[config.mk]
export PLATFORM = sky130hd
export DESIGN_NAME = mem_arbiter_flat
export DESIGN_NICKNAME = d
export VERILOG_FILES = /design/src/rtl/mem_arb_pkg.sv /design/src/rtl/mem_arbiter_if.sv /design/src/rtl/mem_arb_watchdog.sv /design/src/rtl/mem_arbiter.sv /design/src/flat_wrapper.sv
export SDC_FILE = /design/constraint.sdc
export NUM_CORES = 1
export LEC_CHECK = 0
export CAP_MARGIN = 10
export CORE_AREA = 3 3 120 122
export CTS_CLUSTER_DIAMETER = 40
export DETAILED_ROUTE_END_ITERATION = 10
export DIE_AREA = 0 0 123 125
export PLACE_DENSITY = 0.53
export SLEW_MARGIN = 20
export SYNTH_ARGS = -nofsm -noshare
export SYNTH_HDL_FRONTEND = slang
export SYNTH_SLANG_ARGS = --single-unit
[constraint.sdc]
create_clock -name clk -period 1.3 [get_ports clk]
set_input_delay 0.39 -clock clk [delete_from_list [all_inputs] [get_ports clk]]
set_output_delay 0.39 -clock clk [all_outputs]
set_load 0.05 [all_outputs]
[src/rtl/mem_arb_pkg.sv]
// Shared types and constants for the two-master memory arbiter.
package mem_arb_pkg;

  typedef enum logic [0:0] {
    ARB_IDLE,
    ARB_BUSY
  } arb_state_e;

  localparam logic GRANT_M0 = 1'b0;
  localparam logic GRANT_M1 = 1'b1;

  localparam logic [31:0] MEM_ARB_TIMEOUT_RDATA = 32'hDEAD_BEEF;

  // On a tie the master that did not finish last wins.
  function automatic logic pick_winner(input logic v0, input logic v1, input logic last_grant);
    if (v0 && v1) begin
      return ~last_grant;
    end else if (v1) begin
      return GRANT_M1;
    end
    return GRANT_M0;
  endfunction

endpackage

[src/rtl/mem_arbiter_if.sv]
// PicoRV32 native memory handshake bundle.
interface mem_arbiter_if #(
  parameter int unsigned WIDTH = 32
);
  logic             valid;
  logic             instr;
  logic [WIDTH-1:0] addr;
  logic [WIDTH-1:0] wdata;
  logic [3:0]       wstrb;
  logic             ready;
  logic [WIDTH-1:0] rdata;

  modport master (output valid, instr, addr, wdata, wstrb, input ready, rdata);
  modport slave  (input valid, instr, addr, wdata, wstrb, output ready, rdata);
endinterface

[src/rtl/mem_arb_watchdog.sv]
// BUSY-cycle watchdog; expire is high on the TIMEOUT-th cycle that run is held.
module mem_arb_watchdog #(
  parameter int unsigned TIMEOUT = 16
) (
  input  logic clk,
  input  logic rst,
  input  logic clear,
  input  logic run,
  output logic expire
);
  localparam int unsigned CntW = $clog2(TIMEOUT);

  logic [CntW-1:0] cnt_q;

  assign expire = run && (cnt_q == CntW'(TIMEOUT - 1));

  always_ff @(posedge clk or posedge rst) begin
    if (rst) begin
      cnt_q <= '0;
    end else if (clear) begin
      cnt_q <= '0;
    end else if (run && !expire) begin
      cnt_q <= cnt_q + 1'b1;
    end
  end

endmodule

[src/rtl/mem_arbiter.sv]
// Two-master round-robin arbiter in front of the RAM driver.
// Optional watchdog enabled by defining MEM_ARB_TIMEOUT_EN.
module mem_arbiter
  import mem_arb_pkg::*;
#(
  parameter int unsigned WIDTH   = 32,
  parameter int unsigned TIMEOUT = 16
) (
  input  logic          clk,
  input  logic          rst,
  mem_arbiter_if.slave  m0,
  mem_arbiter_if.slave  m1,
  mem_arbiter_if.master s,
  output logic          grant,
  output logic          timeout_err
);

  arb_state_e state_q;
  logic       grant_q;
  logic       last_grant_q;
  logic       s_valid_q;

  logic             busy;
  logic             gnt_valid;
  logic             expire;
  logic             done;
  logic [WIDTH-1:0] ret_data;

  assign busy      = (state_q == ARB_BUSY);
  assign gnt_valid = (grant_q == GRANT_M1) ? m1.valid : m0.valid;

`ifdef MEM_ARB_TIMEOUT_EN
  mem_arb_watchdog #(
    .TIMEOUT(TIMEOUT)
  ) u_watchdog (
    .clk   (clk),
    .rst   (rst),
    .clear (!busy && (m0.valid || m1.valid)),
    .run   (busy && !s.ready),
    .expire(expire)
  );
  assign ret_data = expire ? WIDTH'(MEM_ARB_TIMEOUT_RDATA) : s.rdata;
`else
  logic unused_timeout;
  assign unused_timeout = (TIMEOUT != 0);
  assign expire         = 1'b0;
  assign ret_data       = s.rdata;
`endif

  // s_ready has priority over watchdog expiry since run excludes it.
  assign done        = busy && (s.ready || expire);
  assign timeout_err = expire;

  always_ff @(posedge clk or posedge rst) begin
    if (rst) begin
      state_q      <= ARB_IDLE;
      grant_q      <= GRANT_M0;
      last_grant_q <= GRANT_M1;
      s_valid_q    <= 1'b0;
    end else begin
      case (state_q)
        ARB_IDLE: begin
          if (m0.valid || m1.valid) begin
            grant_q   <= pick_winner(m0.valid, m1.valid, last_grant_q);
            state_q   <= ARB_BUSY;
            s_valid_q <= 1'b1;
          end
        end
        ARB_BUSY: begin
          if (done) begin
            last_grant_q <= grant_q;
            state_q      <= ARB_IDLE;
            s_valid_q    <= 1'b0;
          end else if (!gnt_valid) begin
            state_q   <= ARB_IDLE;
            s_valid_q <= 1'b0;
          end
        end
        default: begin
          state_q   <= ARB_IDLE;
          s_valid_q <= 1'b0;
        end
      endcase
    end
  end

  assign s.valid = s_valid_q;
  assign grant   = grant_q;

  always_comb begin
    s.instr = 1'b0;
    s.addr  = '0;
    s.wdata = '0;
    s.wstrb = '0;
    if (busy) begin
      if (grant_q == GRANT_M1) begin
        s.instr = m1.instr;
        s.addr  = m1.addr;
        s.wdata = m1.wdata;
        s.wstrb = m1.wstrb;
      end else begin
        s.instr = m0.instr;
        s.addr  = m0.addr;
        s.wdata = m0.wdata;
        s.wstrb = m0.wstrb;
      end
    end
  end

  assign m0.ready = done && (grant_q == GRANT_M0);
  assign m1.ready = done && (grant_q == GRANT_M1);
  assign m0.rdata = m0.ready ? ret_data : '0;
  assign m1.rdata = m1.ready ? ret_data : '0;

endmodule

[src/flat_wrapper.sv]
// flat-port wrapper written by rule: the top's interface ports become plain ports
module mem_arbiter_flat import mem_arb_pkg::*;
#(
  parameter int unsigned WIDTH   = 32,
  parameter int unsigned TIMEOUT = 16
)
  (clk, rst, grant, timeout_err, m0_valid, m0_instr, m0_addr, m0_wdata, m0_wstrb, m0_ready, m0_rdata, m1_valid, m1_instr, m1_addr, m1_wdata, m1_wstrb, m1_ready, m1_rdata, s_valid, s_instr, s_addr, s_wdata, s_wstrb, s_ready, s_rdata);
  mem_arbiter_if #(.WIDTH(WIDTH)) m0_i ();
  mem_arbiter_if #(.WIDTH(WIDTH)) m1_i ();
  mem_arbiter_if #(.WIDTH(WIDTH)) s_i ();
  input  logic clk;
  input  logic rst;
  output logic grant;
  output logic timeout_err;
  input wire logic [$bits(m0_i.valid)-1:0] m0_valid;
  input wire logic [$bits(m0_i.instr)-1:0] m0_instr;
  input wire logic [$bits(m0_i.addr)-1:0] m0_addr;
  input wire logic [$bits(m0_i.wdata)-1:0] m0_wdata;
  input wire logic [$bits(m0_i.wstrb)-1:0] m0_wstrb;
  output wire logic [$bits(m0_i.ready)-1:0] m0_ready;
  output wire logic [$bits(m0_i.rdata)-1:0] m0_rdata;
  input wire logic [$bits(m1_i.valid)-1:0] m1_valid;
  input wire logic [$bits(m1_i.instr)-1:0] m1_instr;
  input wire logic [$bits(m1_i.addr)-1:0] m1_addr;
  input wire logic [$bits(m1_i.wdata)-1:0] m1_wdata;
  input wire logic [$bits(m1_i.wstrb)-1:0] m1_wstrb;
  output wire logic [$bits(m1_i.ready)-1:0] m1_ready;
  output wire logic [$bits(m1_i.rdata)-1:0] m1_rdata;
  output wire logic [$bits(s_i.valid)-1:0] s_valid;
  output wire logic [$bits(s_i.instr)-1:0] s_instr;
  output wire logic [$bits(s_i.addr)-1:0] s_addr;
  output wire logic [$bits(s_i.wdata)-1:0] s_wdata;
  output wire logic [$bits(s_i.wstrb)-1:0] s_wstrb;
  input wire logic [$bits(s_i.ready)-1:0] s_ready;
  input wire logic [$bits(s_i.rdata)-1:0] s_rdata;
  assign m0_i.valid = m0_valid;
  assign m0_i.instr = m0_instr;
  assign m0_i.addr = m0_addr;
  assign m0_i.wdata = m0_wdata;
  assign m0_i.wstrb = m0_wstrb;
  assign m0_ready = m0_i.ready;
  assign m0_rdata = m0_i.rdata;
  assign m1_i.valid = m1_valid;
  assign m1_i.instr = m1_instr;
  assign m1_i.addr = m1_addr;
  assign m1_i.wdata = m1_wdata;
  assign m1_i.wstrb = m1_wstrb;
  assign m1_ready = m1_i.ready;
  assign m1_rdata = m1_i.rdata;
  assign s_valid = s_i.valid;
  assign s_instr = s_i.instr;
  assign s_addr = s_i.addr;
  assign s_wdata = s_i.wdata;
  assign s_wstrb = s_i.wstrb;
  assign s_i.ready = s_ready;
  assign s_i.rdata = s_rdata;
  mem_arbiter #(.WIDTH(WIDTH), .TIMEOUT(TIMEOUT)) u_core (.clk(clk), .rst(rst), .m0(m0_i), .m1(m1_i), .s(s_i), .grant(grant), .timeout_err(timeout_err));
endmodule
==> results of run 1 <==
==> what timing repair did <==
action	4_1_cts	5_1_grt
endpoints found under the hold margin	0	0
gates cloned	2	1
endpoints found under the setup margin	137	137
setup buffers	1	1
gates resized for setup	156	64
==> flip-flops by register name (all words and copies together), names as in the netlist <==
| signal | flops |
|---|---|
| u_core.last_grant_q | 1 |
| u_core.s.valid | 1 |
| u_core.busy | 1 |
| u_core.grant | 1 |
==> worst max-delay path: cells and delay by family (launching register included) <==
family                 cells  cell delay, ps
buffers and inverters      2             300
flip-flops                 1             500
AND/OR/NAND/NOR            2             500
==> area by class of cell <==
type / count / area (sq um)
Sequential cell: 4 / 106
Clock buffer: 4 / 78.8
Multi-Input combinational cell: 218 / 2930
Inverter: 4 / 22.5
Timing Repair Buffer: 342 / 4440
Fill cell: 1039 / 5500
Tap cell: 176 / 220
==> report_power, final <==
group | total [uW] | internal (uW) | switching, uW
registers | 293 | 202 | 90.6
clock network | 500 | 406 | 94.7
logic | 13200 | 6330 | 6870
==> how the worst min path moves through the flow <==
stage,start,depth (start not counted),to
5_1_grt,rst,2,u_core.s.valid$_DFFE_PP0P_
6_report,rst,2,u_core.s.valid$_DFFE_PP0P_
3_5_place_dp,u_core.last_grant_q$_DFFE_PP1P_,1,u_core.last_grant_q$_DFFE_PP1P_
4_1_cts,rst,2,u_core.s.valid$_DFFE_PP0P_
3_3_place_gp,u_core.last_grant_q$_DFFE_PP1P_,1,u_core.last_grant_q$_DFFE_PP1P_
2_1_floorplan,rst,1,u_core.busy$_DFF_PP0_
==> metal layers <==
| metal | vias up | part of all wire, % | track usage (%) |
|---|---|---|---|
| met5 | - | 0 | 0 |
| met4 | 0 | 1.7 | 2.74 |
| met3 | 16 | 8.5 | 3.66 |
| met2 | 146 | 59 | 32.9 |
| met1 | 1443 | 31 | 15.8 |
| li1 | 1476 | - | - |
==> logic make-up after synthesis <==
group                  count (synthesis)
AND/OR/NAND/NOR                      140
buffers and inverters                 26
other                                  1
multiplexers                          70
AO/OA/AOI/OAI                          5
flip-flops                             4
==> cell usage in the layout, fill, tap and decap left out, drive strengths merged, types with 3 or more instances in the layout <==
| cell | count |
|---|---|
| clkdlybuf4s50 | 173 |
| buf | 167 |
| nor2 | 71 |
| mux2i | 70 |
| and2 | 62 |
| clkbuf | 5 |
| inv | 4 |
| and3 | 3 |
| dfrtp | 3 |
==> stage by stage <==
step | hold slack [ps] | total power [uW] | util (%) | instance area, sq um
after detailed placement | 506 | 11000 | 49.2 | 6550
final | 359 | 14000 | 58.6 | 7800
after global routing | 378 | 14500 | 58.6 | 7800
after global placement | 508 | 10900 | 49.2 | 6550
after floorplan | 155 | 7160 | - | 2510
after CTS | 358 | 13300 | 55.9 | 7430
==> results.toml, run 1 <==
[outcome]
outcome = "complete, but fails checks"
violations = "setup timing"

[synthesis]
synthesis.nets = 421
syn_area_per_cell_sq_um = 7.26
yosys_warnings = 0
yosysUniqueCellTypes = 23
synth_top_family_by_area = "simple AND/OR/NAND/NOR gates"
synth.top_cell.area_share_pct = 39.2
synthAdderAreaFrac_pct = 0
yosysMostFrequentCell = "nor2_1"
synthCells = 246
synth.area.mux_share_pct = 39.2
ys_ff_latch = 4
synth_simple_gate_area_share_pct = 39.4
synthesis.area_sq_um = 1790
synth_ff_type = "dfrtp_1"
async_reset_ff_share_pct = 100
synthXorXnorAreaFrac_pct = 0
synth-compound-area-share_pct = 2.59
synth_common_cells = "nor2_1, mux2i_1, and2_1, buf_6"
synth_edf_count = 0
ys_seq_area_share_pct = 5.68
yosysTopAreaCell = "mux2i_1"
synth.area.top_cells = "mux2i_1, and2_1, nor2_1"

[timing]
hold_violations = 0
tns_ps = -79180
slew_viol_final = 0
skew_ps = 1.78
fin_crit_ps = 1930
fmax_mhz = 518
setup_viol = 137
rsz0062_at_grt = "true"
layout_setup_ws_ps = -630
min_period_over_period_pct = 148

[worst_setup_path]
rr_endpoint = "u_core.s.valid$_DFFE_PP0P_"
crit_type = "reg2out"
rr_worst_depth = 4
start_kind = "flip-flop"
crit_chain = "and3b_4 > buf_12 > and2_2 > buf_12"
worst_path_most_repeated_cell = "buf_12"
cp.required_ps = 910
cp_max_fo = 32
startpoint = "u_core.grant$_DFFE_PP0P_"
cp_slowest_cell = "dfrtp_4"
rrSetupSlack_ps = -10
arrival_ps = 1540
worst_path_largest_cell_delay_ps = 500
worst_setup_path_end_kind = "output port"
r2r-start = "u_core.grant$_DFFE_PP0P_"
endpoint = "m0_rdata[28]"

[routing]
vias_per_cell = 4.12
firstDrtPassIters = 4
drtIter0Drc = 56
drc_errors = 0
wl_per_cell_um = 18.3
routed_wl_um = 13700
num_vias = 3081
ant_nets = 0

[global_route]
gr-total-overflow = 0
grt_pass1_wl_um = 19200
grt_antenna_before_repair = 0
grtUsageTotal_pct = 15.9
grt_pass1_vias = 3311
grt_max_degree = 33

[die]
num_rows = 42
die_w_um = 123
ios = 313
die_h_um = 125
die_area_sq_um = 15400
start_util_pct = 13.4
coreArea_sq_um = 13300

[power_and_ir_drop]
ir_drop_v = 0.00127
leakagePower_uw = 0.00290
p_per_area_nw_per_um2 = 1800

[cts]
cts_tree = "yes"
postCtsHoldBufs = 0
clock-sinks = 4
clk_pin_slew_ps = 30
numCtsBuffers = 3
cts_root_buf = "clkbuf_16"
insertion_delay_ps = 230
htree_num_levels = 1
cts_buffer_depth = 2

[cells_and_area]
area_delta_synth_final_pct = 337
instances_no_fill = 748
fin_nets = 748
n_antenna_cell = 0
layout-drive-gt1-share_pct = 67.3

[placed_design]
place_congestion = 0.804
dp_slack_ps = -762
dp.cells = 741
port_buffers = 311
hpwl_um = 10900

[hold_path]
hp-class = "in2async"

[run]
cap_violations = 0
Note: power is estimated with default switching activity, not from simulation.
==> run 2: changes to the inputs <==
--- a/config.mk
+++ b/config.mk
@@ -6,11 +6,11 @@
 export NUM_CORES = 1
 export LEC_CHECK = 0
 export CAP_MARGIN = 10
-export CORE_AREA = 3 3 120 122
+export CORE_AREA = 2 2 123 125
 export CTS_CLUSTER_DIAMETER = 40
 export DETAILED_ROUTE_END_ITERATION = 10
-export DIE_AREA = 0 0 123 125
-export PLACE_DENSITY = 0.53
+export DIE_AREA = 0 0 125 127
+export PLACE_DENSITY = 0.5
 export SLEW_MARGIN = 20
 export SYNTH_ARGS = -nofsm -noshare
 export SYNTH_HDL_FRONTEND = slang
==> run 2 against run 1 <==
The flow still finishes with violations (setup timing). Cell count grew 1.3%. Combinational power up 5%. Total power increased by 5.2%. Sequential cell count unchanged. Clock power up 2%. Setup slack worse by 33 ps. Register-to-register slack got worse by 280 ps. Critical endpoint is now s_instr.
==> results.toml, run 2 (synthesized netlist as in run 1, its figures left out) <==
[outcome]
outcome = "complete, but fails checks"
violations = "setup timing"

[worst_setup_path]
crit_type = "reg2out"
cp.required_ps = 910
start_kind = "flip-flop"
worst_setup_path_end_kind = "output port"
rr_worst_depth = 6
rrSetupSlack_ps = -290
cp_max_fo = 7
rr_endpoint = "u_core.s.valid$_DFFE_PP0P_"
arrival_ps = 1570
r2r-start = "u_core.grant$_DFFE_PP0P_"

[routing]
drc_errors = 0
drtIter0Drc = 38
vias_per_cell = 4.12
wl_per_cell_um = 18.6
firstDrtPassIters = 4
ant_nets = 0
routed_wl_um = 14100
num_vias = 3123

[global_route]
gr-total-overflow = 0
grt_pass1_vias = 3423
grtUsageTotal_pct = 15.9
grt_antenna_before_repair = 0
grt_max_degree = 26
grt_pass1_wl_um = 19800

[timing]
min_period_over_period_pct = 151
layout_setup_ws_ps = -664
setup_viol = 140
hold_violations = 0
rsz0062_at_grt = "true"
fin_crit_ps = 1960
fmax_mhz = 509
skew_ps = 3.83
tns_ps = -81880
slew_viol_final = 0

[power_and_ir_drop]
switchingPower_uw = 7330
p_per_area_nw_per_um2 = 1840
intPower_uw = 7390
p_total_uw = 14700
ir_drop_v = 0.000912
p_comb_share_pct = 94.4
pwr-share-clk_pct = 3.4
swShare_pct = 49.8
leakagePower_uw = 0.00296
seq_power_share_pct = 2.1

[die]
num_rows = 44
coreArea_sq_um = 14400
die_w_um = 125
die_area_sq_um = 15900
ios = 313
start_util_pct = 12.4
die_h_um = 127

[cells_and_area]
fill_cells = 1215
final_cell_mix = "clkdlybuf4s50_1, buf_12, nor2_4, mux2i_4, buf_6"
n_antenna_cell = 0
area_delta_synth_final_pct = 348
multiInputGateArea_sq_um = 3020
seqCellArea_sq_um = 106
layout-drive-gt1-share_pct = 67.4
finish.utilization_pct = 55.4
fin_nets = 750
instances_no_fill = 758
final_common_cell = "clkdlybuf4s50_1"

[placed_design]
place_congestion = 0.810
dp_slack_ps = -748
dp.cells = 733
hpwl_um = 10200
port_buffers = 311

[hold_path]
hp-class = "in2async"

[cts]
insertion_delay_ps = 230
clock-sinks = 4
postCtsHoldBufs = 0
cts_buffer_depth = 2
clk_pin_slew_ps = 30
cts_tree = "yes"
numCtsBuffers = 3
cts_root_buf = "clkbuf_16"
htree_num_levels = 1

[run]
cap_violations = 0
-- run 2: timing repair --
action | in CTS | in global routing
setup endpoints to repair | 139 | 140
resized for setup | 153 | 96
pin swaps | 7 | 7
setup buffers | 8 | 0
gates cloned | 9 | 4
-- run 2: layer usage --
layer / track usage (%) / part of all wire, % / wire (um)
met1: 17.3 / 35 / 4900
met2: 31.7 / 57 / 8000
met3: 3.64 / 6.8 / 951
met4: 2.81 / 1.5 / 208
met5: 0 / 0 / 0
-- run 2: how the worst max path moves through the flow --
stage / start / end / slack (ps)
global placement: s_ready / m1_rdata[22] / -730
global route: u_core.grant$_DFFE_PP0P_ / s_wdata[23] / -710
floorplan: u_core.grant$_DFFE_PP0P_ / s_wdata[27] / -500
finish: u_core.grant$_DFFE_PP0P_ / s_instr / -660
detailed placement: s_ready / m1_rdata[25] / -750
CTS: u_core.grant$_DFFE_PP0P_ / s_addr[16] / -690
-- run 2: final cells by class --
type                    count  share of cell area [%]
clock buffers               4                   0.986
inverters                   4                   0.282
multi-input cells         219                    37.8
flip-flops and latches      4                    1.33
well taps                 184                    2.88
repair buffers            343                    56.7
-- run 2: power by group through the flow --
stage / registers [uW] / logic (uW) / clock network [uW]
finish: 309 / 13900 / 508
global route: 321 / 14400 / 527
CTS: 307 / 12600 / 515
detailed placement: 286 / 10000 / 0
global placement: 286 / 9960 / 0
floorplan: 346 / 6820 / 0
-- run 2: through the flow --
step	area, sq um	hold WS, ps
after floorplan	2510	155
after global placement	6320	507
after detailed placement	6320	505
after CTS	7410	352
after global routing	7990	370
final	7990	354
-- run 2: critical path, stage by stage (launching register included) --
cell       delay (ps)
dfrtp_4           520
buf_4             190
clkbuf_16         190
mux2i_4           200
nor2_4             80
buf_6             160
